### src/rtl/ser_win_arb_pkg.sv
// Shared types and window-decode constants for the serial-window arbiter.
package ser_win_pkg;

  localparam int unsigned BA_W  = 10;
  localparam int unsigned CNT_W = 4;

  // Device window: BA13 must be 0 and BA12 must be 1.
  localparam logic WIN_BA13 = 1'b0;
  localparam logic WIN_BA12 = 1'b1;

  typedef logic [BA_W-1:0] bus_addr_t;

  typedef enum logic [2:0] {
    IDLE   = 3'd0,
    SETUP  = 3'd1,
    STROBE = 3'd2,
    HOLD   = 3'd3,
    DONE   = 3'd4
  } state_t;

  function automatic logic win_hit(input bus_addr_t a);
    return (a[BA_W-1] == WIN_BA13) && (a[BA_W-2] == WIN_BA12);
  endfunction

endpackage

### src/rtl/ser_win_arb_if.sv
// Requester and device-side signal bundle for ser_win_arb.
interface ser_win_arb_if;
  import ser_win_pkg::*;

  logic      cpu_req;
  bus_addr_t cpu_ba;
  logic      cpu_rw;
  logic      dma_req;
  bus_addr_t dma_ba;
  logic      dma_rw;
  logic      cpu_gnt;
  logic      dma_gnt;
  logic      cpu_done;
  logic      dma_done;
  logic      err;
  logic      sser_n;
  bus_addr_t ba;
  logic      br_w;
  logic      sdrd_oe;

  modport master (
    output cpu_req, cpu_ba, cpu_rw, dma_req, dma_ba, dma_rw,
    input  cpu_gnt, dma_gnt, cpu_done, dma_done, err, sser_n, ba, br_w, sdrd_oe
  );

  modport slave (
    input  cpu_req, cpu_ba, cpu_rw, dma_req, dma_ba, dma_rw,
    output cpu_gnt, dma_gnt, cpu_done, dma_done, err, sser_n, ba, br_w, sdrd_oe
  );

endinterface

### src/rtl/ser_win_timer.sv
// Saturating down-counter timing the strobe and hold phases.
module ser_win_timer
  import ser_win_pkg::*;
(
  input  logic             clk,
  input  logic             rst,
  input  logic             load,
  input  logic [CNT_W-1:0] load_val,
  output logic             expire_c,
  output logic             expire_nxt_c
);

  logic [CNT_W-1:0] cnt_q;
  logic [CNT_W-1:0] cnt_d;

  // Load wins; otherwise count down and stop at zero.
  always_comb begin
    cnt_d = cnt_q;
    if (load) begin
      cnt_d = load_val;
    end else if (cnt_q != '0) begin
      cnt_d = cnt_q - CNT_W'(1);
    end
  end

  always_ff @(posedge clk or posedge rst) begin
    if (rst) begin
      cnt_q <= '0;
    end else begin
      cnt_q <= cnt_d;
    end
  end

  assign expire_c     = (cnt_q == CNT_W'(1));
  assign expire_nxt_c = (cnt_d == CNT_W'(1));

endmodule

### src/rtl/ser_win_arb.sv
// CPU/DMA arbiter for a strobed serial-device window.
// Define SER_WIN_ARB_FAIR_EN for round-robin on simultaneous requests (default: CPU priority).
module ser_win_arb
  import ser_win_pkg::*;
#(
  parameter int unsigned STROBE_CYC = 3,
  parameter int unsigned HOLD_CYC   = 1
) (
  input  logic          clk,
  input  logic          rst,
  ser_win_arb_if.slave  bus
);

  state_t     state_q, state_d;
  bus_addr_t  ba_q, ba_d;
  logic       rw_q, rw_d;
  logic       own_dma_q, own_dma_d;
  logic       any_req_c;
  logic       win_dma_c;
  logic       tmr_load_c;
  logic [CNT_W-1:0] tmr_val_c;
  logic       tmr_exp_c;
  logic       tmr_exp_nxt_c;

  logic cpu_gnt_q, dma_gnt_q, cpu_done_q, dma_done_q, err_q, sser_n_q, sdrd_oe_q;

  assign any_req_c = bus.cpu_req | bus.dma_req;

`ifdef SER_WIN_ARB_FAIR_EN
  // own_dma_q doubles as the last-winner record between transfers.
  assign win_dma_c = bus.dma_req & (~bus.cpu_req | ~own_dma_q);
`else
  assign win_dma_c = ~bus.cpu_req;
`endif

  ser_win_timer u_timer (
    .clk          (clk),
    .rst          (rst),
    .load         (tmr_load_c),
    .load_val     (tmr_val_c),
    .expire_c     (tmr_exp_c),
    .expire_nxt_c (tmr_exp_nxt_c)
  );

  always_comb begin
    state_d    = state_q;
    ba_d       = ba_q;
    rw_d       = rw_q;
    own_dma_d  = own_dma_q;
    tmr_load_c = 1'b0;
    tmr_val_c  = CNT_W'(STROBE_CYC);
    unique case (state_q)
      IDLE: begin
        if (any_req_c) begin
          state_d   = SETUP;
          own_dma_d = win_dma_c;
          ba_d      = win_dma_c ? bus.dma_ba : bus.cpu_ba;
          rw_d      = win_dma_c ? bus.dma_rw : bus.cpu_rw;
        end
      end
      SETUP: begin
        if (win_hit(ba_q)) begin
          state_d    = STROBE;
          tmr_load_c = 1'b1;
          tmr_val_c  = CNT_W'(STROBE_CYC);
        end else begin
          state_d = DONE;
        end
      end
      STROBE: begin
        if (tmr_exp_c) begin
          if (HOLD_CYC == 0) begin
            state_d = DONE;
          end else begin
            state_d    = HOLD;
            tmr_load_c = 1'b1;
            tmr_val_c  = CNT_W'(HOLD_CYC);
          end
        end
      end
      HOLD: begin
        if (tmr_exp_c) begin
          state_d = DONE;
        end
      end
      DONE: begin
        state_d = IDLE;
        ba_d    = '0;
        rw_d    = 1'b1;
      end
      default: begin
        state_d = IDLE;
        ba_d    = '0;
        rw_d    = 1'b1;
      end
    endcase
  end

  // Outputs are registered from next-state so they align with the state they describe.
  always_ff @(posedge clk or posedge rst) begin
    if (rst) begin
      state_q    <= IDLE;
      ba_q       <= '0;
      rw_q       <= 1'b1;
      own_dma_q  <= 1'b1;
      cpu_gnt_q  <= 1'b0;
      dma_gnt_q  <= 1'b0;
      cpu_done_q <= 1'b0;
      dma_done_q <= 1'b0;
      err_q      <= 1'b0;
      sser_n_q   <= 1'b1;
      sdrd_oe_q  <= 1'b0;
    end else begin
      state_q    <= state_d;
      ba_q       <= ba_d;
      rw_q       <= rw_d;
      own_dma_q  <= own_dma_d;
      cpu_gnt_q  <= (state_d != IDLE) & ~own_dma_d;
      dma_gnt_q  <= (state_d != IDLE) &  own_dma_d;
      cpu_done_q <= (state_d == DONE) & ~own_dma_d;
      dma_done_q <= (state_d == DONE) &  own_dma_d;
      err_q      <= (state_d == DONE) & (state_q == SETUP);
      sser_n_q   <= (state_d != STROBE);
      sdrd_oe_q  <= (state_d == STROBE) & tmr_exp_nxt_c & rw_d;
    end
  end

  assign bus.cpu_gnt  = cpu_gnt_q;
  assign bus.dma_gnt  = dma_gnt_q;
  assign bus.cpu_done = cpu_done_q;
  assign bus.dma_done = dma_done_q;
  assign bus.err      = err_q;
  assign bus.sser_n   = sser_n_q;
  assign bus.ba       = ba_q;
  assign bus.br_w     = rw_q;
  assign bus.sdrd_oe  = sdrd_oe_q;

endmodule

### src/flat_wrapper.sv
// flat-port wrapper written by rule: the top's interface ports become plain ports
module ser_win_arb_flat import ser_win_pkg::*;
#(
  parameter int unsigned STROBE_CYC = 3,
  parameter int unsigned HOLD_CYC   = 1
)
  (clk, rst, bus_cpu_req, bus_cpu_ba, bus_cpu_rw, bus_dma_req, bus_dma_ba, bus_dma_rw, bus_cpu_gnt, bus_dma_gnt, bus_cpu_done, bus_dma_done, bus_err, bus_sser_n, bus_ba, bus_br_w, bus_sdrd_oe);
  ser_win_arb_if bus_i ();
  input  logic clk;
  input  logic rst;
  input wire logic [$bits(bus_i.cpu_req)-1:0] bus_cpu_req;
  input wire logic [$bits(bus_i.cpu_ba)-1:0] bus_cpu_ba;
  input wire logic [$bits(bus_i.cpu_rw)-1:0] bus_cpu_rw;
  input wire logic [$bits(bus_i.dma_req)-1:0] bus_dma_req;
  input wire logic [$bits(bus_i.dma_ba)-1:0] bus_dma_ba;
  input wire logic [$bits(bus_i.dma_rw)-1:0] bus_dma_rw;
  output wire logic [$bits(bus_i.cpu_gnt)-1:0] bus_cpu_gnt;
  output wire logic [$bits(bus_i.dma_gnt)-1:0] bus_dma_gnt;
  output wire logic [$bits(bus_i.cpu_done)-1:0] bus_cpu_done;
  output wire logic [$bits(bus_i.dma_done)-1:0] bus_dma_done;
  output wire logic [$bits(bus_i.err)-1:0] bus_err;
  output wire logic [$bits(bus_i.sser_n)-1:0] bus_sser_n;
  output wire logic [$bits(bus_i.ba)-1:0] bus_ba;
  output wire logic [$bits(bus_i.br_w)-1:0] bus_br_w;
  output wire logic [$bits(bus_i.sdrd_oe)-1:0] bus_sdrd_oe;
  assign bus_i.cpu_req = bus_cpu_req;
  assign bus_i.cpu_ba = bus_cpu_ba;
  assign bus_i.cpu_rw = bus_cpu_rw;
  assign bus_i.dma_req = bus_dma_req;
  assign bus_i.dma_ba = bus_dma_ba;
  assign bus_i.dma_rw = bus_dma_rw;
  assign bus_cpu_gnt = bus_i.cpu_gnt;
  assign bus_dma_gnt = bus_i.dma_gnt;
  assign bus_cpu_done = bus_i.cpu_done;
  assign bus_dma_done = bus_i.dma_done;
  assign bus_err = bus_i.err;
  assign bus_sser_n = bus_i.sser_n;
  assign bus_ba = bus_i.ba;
  assign bus_br_w = bus_i.br_w;
  assign bus_sdrd_oe = bus_i.sdrd_oe;
  ser_win_arb #(.STROBE_CYC(STROBE_CYC), .HOLD_CYC(HOLD_CYC)) u_core (.clk(clk), .rst(rst), .bus(bus_i));
endmodule
### config.mk
export PLATFORM = sky130hd
export DESIGN_NAME = ser_win_arb_flat
export DESIGN_NICKNAME = d
export VERILOG_FILES = /design/src/rtl/ser_win_arb_pkg.sv /design/src/rtl/ser_win_arb_if.sv /design/src/rtl/ser_win_timer.sv /design/src/rtl/ser_win_arb.sv /design/src/flat_wrapper.sv
export SDC_FILE = /design/constraint.sdc
export NUM_CORES = 1
export LEC_CHECK = 0
export ABC_CLOCK_PERIOD_IN_PS = 1500
export BUFFER_PORTS_ARGS = -buffer_cell sky130_fd_sc_hd__buf_2
export CORE_UTILIZATION = 46
export CTS_CLUSTER_DIAMETER = 80
export DETAILED_ROUTE_END_ITERATION = 8
export GPL_TIMING_DRIVEN = 0
export PLACE_DENSITY = 0.76
export SETUP_SLACK_MARGIN = 0.1
export SYNTH_ARGS = -nofsm -noshare
export SYNTH_HDL_FRONTEND = slang
export SYNTH_SLANG_ARGS = --single-unit
### constraint.sdc
create_clock -name clk -period 1.5 [get_ports clk]
set_input_delay 0 -clock clk [delete_from_list [all_inputs] [get_ports clk]]
set_output_delay 0 -clock clk [all_outputs]
set_load 0.05 [all_outputs]
==> run summary, run 1 <==
Failing checks -> negative setup slack
Worst Tran Pin Value -> 970 ps
Vias -> 1248
Setup TNS -> -66.9 ps
HP Class -> primary input to flip-flop
Top FF cell, synth -> dfrtp_1
Num rows -> 20
Commonest cells in the synthesized netlist -> dfrtp_1 (23), nand2_1 (16), mux2i_1 (11), nor2_1 (10), o31ai_2 (10)
Port Buf Inserts -> 42
Synth Area in XOR/XNOR -> 0.604%
Syn-to-layout area delta -> 43.2%
CTS buffer count -> 3
Mux cell area share after synthesis -> 9.67%
Hold EP -> u_core.bus.ba[8]
Clock tree sinks -> 26
Setup Skew -> 1.62 ps
Core region area -> 3030 sq um
Flops & latches, synth -> 26
Die W -> 58.1 microns
Synthesized cell area -> 1450 sq um
Total Routing Usage GR -> 21.2%
Max Root-Sink Buffers -> 2
CTS tree -> yes
Layout cells sized above 1 -> 51.3%
Simple logic cell fraction of the synthesized area -> 20.1%
Max-slew violation count -> 0
R2R setup slack -> -70 ps
Starting Density -> 47.9%
CTS clock-pin slew for the worst setup and hold paths -> 150 ps
Static Leak -> 0.000989 uW
Root buf cell -> clkbuf_4
DP HPWL -> 2220 microns
CTS HTree Levels -> 1
Worst R2R Path Depth -> 6
# diodes -> 0
DR WL/cell -> 14.6 microns
Post-Synthesis Cells -> 135
Drt total wl -> 3550 microns
Hold Path Depth -> 3
Synth area leader -> dfrtp_1
I/O pins -> 44
Share of the synthesized area in the top cell type -> 39.7%
Pin count of the biggest net entering global routing -> 27
Max Cap Viol -> 0
Reg-to-reg critical path startpoint -> u_core.u_timer.cnt_q[0]
Final instance area -> 2070 sq um
Library cells used by synthesis -> 38
DR DRC count -> 0
Global-route wire length before repair -> 5450 microns
Final core utilization -> 68.5%
Status -> finished with violations
Yosys warning count -> 0
Critical path class -> flip-flop to flip-flop
Synth Area in Compound Gates -> 16.3%
Via density -> 5.14
Largest fanout on the critical path -> 4
Final setup violation count -> 1
Post-detailed-route count of antenna-violating nets -> 0
Synth area leaders -> dfrtp_1 (40%), o31ai_2 (8.6%), mux2i_1 (7.6%)
1st-pass router iterations -> 4
Rel. slew slack -> 35.3%
Synth Area in Adders -> 2.59%
Req. time, crit path -> 1730 ps
Syn_area_per_cell -> 10.7 sq um
Total power -> 5040 uW
Fin worst setup slack -> -66.9 ps
Ys async rst share -> 100%
Worst Setup Start Kind -> flip-flop
Most numerous cell in the Yosys netlist -> dfrtp_1
CP Data Arrival Time -> 1790 ps
Main combinational cell family by area after synthesis -> simple AND/OR/NAND/NOR gates
Reg2reg end -> u_core.bus.sdrd_oe
Fin crit period -> 1570 ps
Post-synth EDFFs -> 0
GPL Wtd Cong -> 0.825
Antenna violations before repair -> 0
Die area -> 3380 sq um
RSZ-0062 raised after global routing -> true
Placed inst area -> 1730 sq um
Fin nets -> 229
Part of the Yosys area used for sequential elements -> 45.2%
Hold_sp -> bus_dma_ba[8]
Placement Setup Slack -> -126 ps
Final hold vios -> 0
Global route total overflow -> 0
FMAX -> 638 MHz
Clk_lat worst skew -> 320 ps
Final Cycle Share -> 104%
Initial drt markers -> 33
Worst VDD drop -> 0.00164 V
Vias in the first global route -> 1216
PwrDens -> 2430 nW/um^2
Post-synthesis net count -> 164
Die H -> 58.1 microns
Crit. End Element -> flip-flop
[what timing repair did]
| item | CTS | global route |
|---|---|---|
| pin swaps | 1 | 13 |
| buffers inserted | 10 | 3 |
| hold endpoints to repair | 26 | 0 |
| resized for setup | 11 | 18 |
| hold buffers | 3 | 0 |
| cloned | 2 | 0 |
| endpoints found under the setup margin | 10 | 20 |
[cells by family (layout without fill, tap and decap cells)]
| kind of cell | Yosys count | after routing |
|---|---|---|
| simple gates | 52 | 52 |
| xor+xnor | 1 | 1 |
| mux | 13 | 13 |
| fa+ha+maj | 3 | 3 |
| buf+inv | 13 | 77 |
| flops | 26 | 26 |
| compound gates | 27 | 27 |
[routing by layer]
metal / track usage, % / up-vias / wire, microns
li1: - / 601 / -
met1: 26.1 / 608 / 1510
met2: 37.8 / 35 / 1860
met3: 3.57 / 4 / 134
met4: 6.80 / 0 / 39
met5: 0 / - / 0
[flip-flops by register name, summed over array words and instances (netlist names)]
signal	flops
u_core.bus.ba	10
u_core.u_timer.cnt_q	4
u_core.state_q	3
u_core.bus.br_w	1
u_core.bus.cpu_done	1
u_core.bus.cpu_gnt	1
u_core.bus.dma_done	1
u_core.bus.dma_gnt	1
u_core.bus.err	1
u_core.bus.sdrd_oe	1
u_core.bus.sser_n	1
u_core.own_dma_q	1
[how the worst max path moves through the flow]
stage / startpoint / endpoint / slack, ps / cells after the start
after floorplan: u_core.u_timer.cnt_q[0] / u_core.bus.sdrd_oe / -20 / 6
after global placement: u_core.u_timer.cnt_q[0] / u_core.bus.sdrd_oe / -90 / 6
after detailed placement: u_core.u_timer.cnt_q[0] / u_core.bus.sdrd_oe / -130 / 6
after CTS: u_core.u_timer.cnt_q[0] / u_core.bus.sdrd_oe / -60 / 6
after global routing: u_core.u_timer.cnt_q[0] / u_core.bus.sdrd_oe / -110 / 6
final: u_core.u_timer.cnt_q[0] / u_core.bus.sdrd_oe / -70 / 6
[stage by stage]
step / hold slack [ps] / std cells
final: 17.5 / 243
after global routing: 45.1 / 243
after CTS: 5.16 / 240
after detailed placement: 241 / 221
after global placement: 230 / 221
after floorplan: 37.8 / 135
[critical path, stage by stage, from the launching register on]
cell and delay [ps]:
dfrtp_2 480, clkinv_4 70, ha_4 120, nor3b_4 210, mux2_4 340, nor3b_4 150
o311a_1 100
[power breakdown]
part / switching [uW] / total [uW] / leakage (uW) / internal (uW)
registers: 233 / 1240 / 0.000329 / 1010
logic: 1950 / 3300 / 0.000633 / 1350
clock network: 218 / 488 / 0.0000279 / 270
[area by class of cell]
class	count	area [sq um]
inverters	5	23.8
multi-input cells	96	853
clock buffers	3	22.5
flip-flops and latches	26	656
fillers	205	953
clock inverters	1	30.0
repair buffers	60	358
well taps	44	55.1
plain buffers	8	76.3
[cells in the final DEF (no fill, tap or decap), drive strengths merged, types with 2 or more instances in the layout]
cell type	instances
mux2	2
nor3	5
or2	3
nand2b	5
dfstp	3
dfrtp	23
nor2	10
buf	65
a21oi	6
ha	3
dlygate4sd3	3
inv	4
o31ai	10
nor3b	5
nand3	2
nor2b	2
nand2	16
clkbuf	3
o21ai	4
mux2i	11
Note: power is estimated with default switching activity, not from simulation.
==> inputs of run 2 (changes only) <==
--- a/config.mk
+++ b/config.mk
@@ -12,7 +12,7 @@
 export DETAILED_ROUTE_END_ITERATION = 8
 export GPL_TIMING_DRIVEN = 0
 export PLACE_DENSITY = 0.76
-export SETUP_SLACK_MARGIN = 0.1
+export SETUP_SLACK_MARGIN = 0.05
 export SYNTH_ARGS = -nofsm -noshare
 export SYNTH_HDL_FRONTEND = slang
 export SYNTH_SLANG_ARGS = --single-unit
==> run summary, run 2 (same netlist as run 1, synthesis figures left out) <==
Status -> finished with violations
Failing checks -> negative hold slack, negative setup slack
Rel. slew slack -> 34.8% (-0.46 points)
Global-route wire length before repair -> 5330 microns (-2.2%)
Final hold vios -> 2 (+2)
Number of flip-flops in the largest register -> 10 (unchanged)
Starting Density -> 47.9% (unchanged)
1st-pass router iterations -> 4 (unchanged)
Vias -> 1220 (-2.2%)
Fin crit period -> 1560 ps (-7.30 ps)
Critical path class -> flip-flop to flip-flop
Worst Tran Pin Value -> 977 ps (+6.96 ps)
Drt total wl -> 3210 microns (-9.4%)
Max Root-Sink Buffers -> 2 (unchanged)
Final Hold Slack -> -11.4 ps (-28.9 ps)
FMAX -> 641 MHz (+0.47%)
Final setup violation count -> 2 (+1)
Total Routing Usage GR -> 20.5% (-0.73 points)
Final Cycle Share -> 104% (-0.49 points)
Req. time, crit path -> 1720 ps (about the same)
Critical path's top delay family -> flip-flops
Crit. End Element -> flip-flop
GPL Wtd Cong -> 0.790 (-4.2%)
# diodes -> 0 (unchanged)
Die area -> 3380 sq um (unchanged)
Antenna violations before repair -> 0 (unchanged)
Core region area -> 3030 sq um (unchanged)
Total power -> 4560 uW (-9.4%)
Static Leak -> 0.000951 uW (-3.8%)
Die H -> 58.1 microns (unchanged)
CTS tree -> yes
Buf/Inv on CP -> 1 (unchanged)
Syn-to-layout area delta -> 36.1%
Clk_lat worst skew -> 330 ps (about the same)
Global route total overflow -> 0 (unchanged)
Fin nets -> 225 (-1.7%)
Pin count of the biggest net entering global routing -> 27 (unchanged)
Max stage delay on crit path -> 470 ps (about the same)
Worst VDD drop -> 0.00114 V (-30%)
CTS clock-pin slew for the worst setup and hold paths -> 150 ps (about the same)
Die W -> 58.1 microns (unchanged)
Final core utilization -> 65.1% (-3.4 points)
Setup TNS -> -65.9 ps (+0.964 ps)
Largest fanout on the critical path -> 3 (-1)
Num rows -> 20 (unchanged)
DP HPWL -> 2230 microns (+0.53%)
Layout cells sized above 1 -> 51.3% (about the same)
Initial drt markers -> 28 (-15%)
Root buf cell -> clkbuf_4
Port Buf Inserts -> 42 (unchanged)
Via density -> 5.10 (-0.61%)
Vias in the first global route -> 1229 (+1.1%)
RSZ-0062 raised after global routing -> true
Most frequent cells in the layout -> buf_2 (45), dfrtp_1 (22), nand2_1 (14)
Worst Setup Start Kind -> flip-flop
Clock tree sinks -> 26 (unchanged)
Critical Path, Cell by Cell -> clkinv_4 > ha_4 > nor3b_4 > mux2_4 > nor3b_4 > o311a_1
I/O pins -> 44 (unchanged)
DR WL/cell -> 13.4 microns (-7.9%)
Fin worst setup slack -> -59.6 ps (+7.30 ps)
Max Cap Viol -> 0 (unchanged)
Setup Skew -> 11.1 ps (+9.47 ps)
Most common cell after layout, fill and taps aside -> buf_2
CP Data Arrival Time -> 1780 ps (about the same)
Post-detailed-route count of antenna-violating nets -> 0 (unchanged)
CP most frequent cell -> nor3b_4
HP Class -> primary input to flip-flop
Max-slew violation count -> 0 (unchanged)
CTS buffer count -> 3 (unchanged)
Slowest cell on crit path -> dfrtp_2
DR DRC count -> 0 (unchanged)
PwrDens -> 2310 nW/um^2 (-4.7%)
CTS HTree Levels -> 1 (unchanged)
[run 2: report_power, final]
| part | internal, uW | switching [uW] |
|---|---|---|
| combinational | 1190 | 1770 |
| clock | 149 | 212 |
| sequential | 1010 | 232 |
| total | 2350 | 2210 |
[run 2: final cells by class]
class / instances / area, sq um
repair buffers: 56 / 323
clock buffers: 4 / 36.3
flip-flops and latches: 26 / 656
fillers: 219 / 1060
inverters: 5 / 23.8
multi-input cells: 96 / 811
well taps: 44 / 55.1
plain buffers: 8 / 67.6
[run 2: final timing paths]
| check | from | to | slack [ps] | cells past startpoint |
|---|---|---|---|---|
| setup / recovery | u_core.u_timer.cnt_q[0] | u_core.bus.sdrd_oe | -60 | 6 |
| hold / removal | bus_dma_ba[7] | u_core.bus.ba[7] | -10 | 3 |
| max in group asynchronous | rst | u_core.u_timer.cnt_q[0] | 420 | 3 |
| min in group asynchronous | rst | u_core.bus.err | 420 | 3 |
| hold reg to reg | u_core.bus.ba[7] | u_core.bus.ba[7] | 500 | 2 |
| setup reg to reg | u_core.u_timer.cnt_q[0] | u_core.bus.sdrd_oe | -60 | 6 |
[run 2: worst register-to-register path, delay by kind of cell (launching register included)]
kind / cells / cell delay [ps]
AND/OR/NAND/NOR: 2 / 370
flip-flops: 1 / 470
adder cells (fa/ha/maj): 1 / 120
multiplexers: 1 / 340
AO/OA/AOI/OAI: 1 / 100
buffers and inverters: 1 / 70
[run 2: per-layer routing]
layer  up-vias  share of wire [%]  track usage [%]
met5         -                  0                0
met4         0                1.2             5.10
met3         4                4.1             2.68
met2        38                 49             37.6
met1       588                 45             25.3
li1        590                  -                -
[run 2: stage by stage]
step | setup WS, ps | std cells | instance area (sq um)
2_1_floorplan | -15.7 | 135 | 1460
3_3_place_gp | -99.8 | 221 | 1730
3_5_place_dp | -124 | 221 | 1730
4_1_cts | -46.6 | 236 | 1880
5_1_grt | -105 | 239 | 1970
6_report | -59.6 | 239 | 1970
[run 2: what timing repair did]
action	in CTS	in global routing
resized for setup	4	17
endpoints found under the hold margin	25	0
pin swaps	1	3
hold buffers	3	0
setup buffers	8	3
setup endpoints to repair	4	19
==> inputs of run 3 (changes only) <==
--- a/config.mk
+++ b/config.mk
@@ -11,7 +11,7 @@
 export CTS_CLUSTER_DIAMETER = 80
 export DETAILED_ROUTE_END_ITERATION = 8
 export GPL_TIMING_DRIVEN = 0
-export PLACE_DENSITY = 0.76
+export PLACE_DENSITY_LB_ADDON = 0.2
 export SETUP_SLACK_MARGIN = 0.05
 export SYNTH_ARGS = -nofsm -noshare
 export SYNTH_HDL_FRONTEND = slang
==> run summary, run 3 (same netlist as run 1, synthesis figures left out) <==
Die W -> 58.1 microns (unchanged)
GPL Wtd Cong -> 0.827 (+4.7%)
Post-detailed-route count of antenna-violating nets -> 0 (unchanged)
Clk_lat worst skew -> 320 ps (about the same)
Critical path class -> flip-flop to flip-flop
Setup TNS -> -82.4 ps (-16.5 ps)
Starting Density -> 47.9% (unchanged)
DR WL/cell -> 13.2 microns (-1.5%)
Area of the multi-input gates -> 748 sq um (-7.7%)
Clock tree sinks -> 26 (unchanged)
HP Class -> primary input to flip-flop
Fillers -> 268 (+22%)
Num rows -> 20 (unchanged)
Syn-to-layout area delta -> 30.1%
Req. time, crit path -> 1720 ps (about the same)
CTS tree -> yes
Hold_sp -> bus_dma_ba[2]
Worst VDD drop -> 0.000910 V (-20%)
Drt total wl -> 3140 microns (-2.4%)
Final instance area -> 1890 sq um (-4.4%)
Fin crit period -> 1580 ps (+21.2 ps)
Global-route wire length before repair -> 5400 microns (+1.2%)
Fin worst setup slack -> -80.7 ps (-21.2 ps)
Max-slew violation count -> 0 (unchanged)
CP most frequent cell -> nor3b_4
Die area -> 3380 sq um (unchanged)
Crit path from -> u_core.u_timer.cnt_q[0]
Port Buf Inserts -> 42 (unchanged)
Critical Path, Cell by Cell -> clkinv_2 > ha_4 > nor3b_4 > mux2_4 > nor3b_4 > o311a_1
Number of flip-flops in the largest register -> 10 (unchanged)
CTS buffer count -> 3 (unchanged)
FMAX -> 633 MHz (-1.3%)
Largest fanout on the critical path -> 4 (+1)
Final setup violation count -> 2 (unchanged)
CTS clock-pin slew for the worst setup and hold paths -> 130 ps (-20 ps)
Root buf cell -> clkbuf_4
Antenna violations before repair -> 0 (unchanged)
Vias in the first global route -> 1261 (+2.6%)
DP HPWL -> 2250 microns (+0.91%)
Critical path's top delay family -> flip-flops
Slowest cell on crit path -> dfrtp_1
Crit. End Element -> flip-flop
Reg area -> 654 sq um (-0.19%)
Layout cells sized above 1 -> 46.6% (-4.6 points)
Worst Setup Start Kind -> flip-flop
CP Data Arrival Time -> 1800 ps (+20 ps)
Global route total overflow -> 0 (unchanged)
Static Leak -> 0.000934 uW (-1.8%)
Placed cells -> 221 (unchanged)
1st-pass router iterations -> 4 (unchanged)
Setup Skew -> 8.94 ps (-2.15 ps)
Buf/Inv on CP -> 1 (unchanged)
I/O pins -> 44 (unchanged)
Max Cap Viol -> 0 (unchanged)
# diodes -> 0 (unchanged)
Worst Tran Pin Value -> 958 ps (-18.6 ps)
Most common cell after layout, fill and taps aside -> buf_2
Total power -> 4250 uW (-6.9%)
Max Root-Sink Buffers -> 2 (unchanged)
Initial drt markers -> 40 (+43%)
Vias -> 1184 (-3.0%)
RSZ-0062 raised after global routing -> true
Core region area -> 3030 sq um (unchanged)
Placed inst area -> 1730 sq um (unchanged)
Finished Layout Cells -> 237 (-0.84%)
Die H -> 58.1 microns (unchanged)
Final hold vios -> 0 (-2)
CTS HTree Levels -> 1 (unchanged)
Max stage delay on crit path -> 440 ps (-30 ps)
Final Cycle Share -> 105% (+1.4 points)
Status -> finished with violations
Fin nets -> 223 (-0.89%)
DR DRC count -> 0 (unchanged)
PwrDens -> 2250 nW/um^2 (-2.6%)
Reg-to-reg critical path startpoint -> u_core.u_timer.cnt_q[0]
Pin count of the biggest net entering global routing -> 27 (unchanged)
Rel. slew slack -> 36.0% (+1.2 points)
Failing checks -> negative setup slack
Total Routing Usage GR -> 21.0% (+0.51 points)
Most frequent cells in the layout -> buf_2 (46), dfrtp_1 (23), nand2_1 (16)
Via density -> 5.00 (-2.1%)
run 3: changes by cell type in the layout (fill, tap and decap cells not counted), sizes merged:
| cell | change |
|---|---|
| buf | -3 |
| dlygate4sd3 | +1 |
run 3: repair_timing:
item | in CTS | in global routing
hold buffers | 4 | 0
resized for setup | 2 | 4
setup buffers | 6 | 2
pin swaps | 1 | 1
endpoints found under the setup margin | 6 | 12
hold endpoints to repair | 27 | 0
cloned | 0 | 0
run 3: area by class of cell:
class	count	area share (%)
timing repair buffer	54	16.5
tap	44	2.92
inverter	5	1.06
buffer	8	3.25
multi-input combinational	96	39.7
clock buffer	4	1.92
sequential	26	34.7
run 3: worst register-to-register path: stages, from the launching register on:
cell and delay (ps):
dfrtp_1 440, clkinv_2 110, ha_4 140, nor3b_4 210, mux2_4 330, nor3b_4 150
o311a_1 100
run 3: power by group:
| part | internal, uW | switching (uW) |
|---|---|---|
| logic | 1040 | 1660 |
| registers | 1010 | 193 |
| clock network | 149 | 206 |
| total | 2190 | 2060 |
run 3: layer usage:
metal / global-route usage, % / up-vias / part of all wire, %
li1: - / 589 / -
met1: 24.1 / 565 / 42
met2: 39.9 / 28 / 53
met3: 2.23 / 2 / 3.5
met4: 7.48 / 0 / 0.77
met5: 0 / - / 0
run 3: final timing paths:
path	endpoint	slack, ps	cells past startpoint
setup / recovery	u_core.bus.sdrd_oe	-80	6
hold / removal	u_core.bus.ba[2]	5	3
setup reg to reg	u_core.bus.sdrd_oe	-80	6
hold reg to reg	u_core.bus.ba[7]	500	2
max in group asynchronous	u_core.u_timer.cnt_q[0]	500	3
min in group asynchronous	u_core.state_q[1]	420	3
run 3: metrics by stage:
step           utilization, %  hold WS, ps  setup WS, ps
3_3_place_gp             57.1          211         -94.7
3_5_place_dp             57.1          211          -132
4_1_cts                  61.4        0.643         -74.4
5_1_grt                  62.3         7.40          -134
6_report                 62.3         4.66         -80.7
2_1_floorplan               -         37.8         -15.7
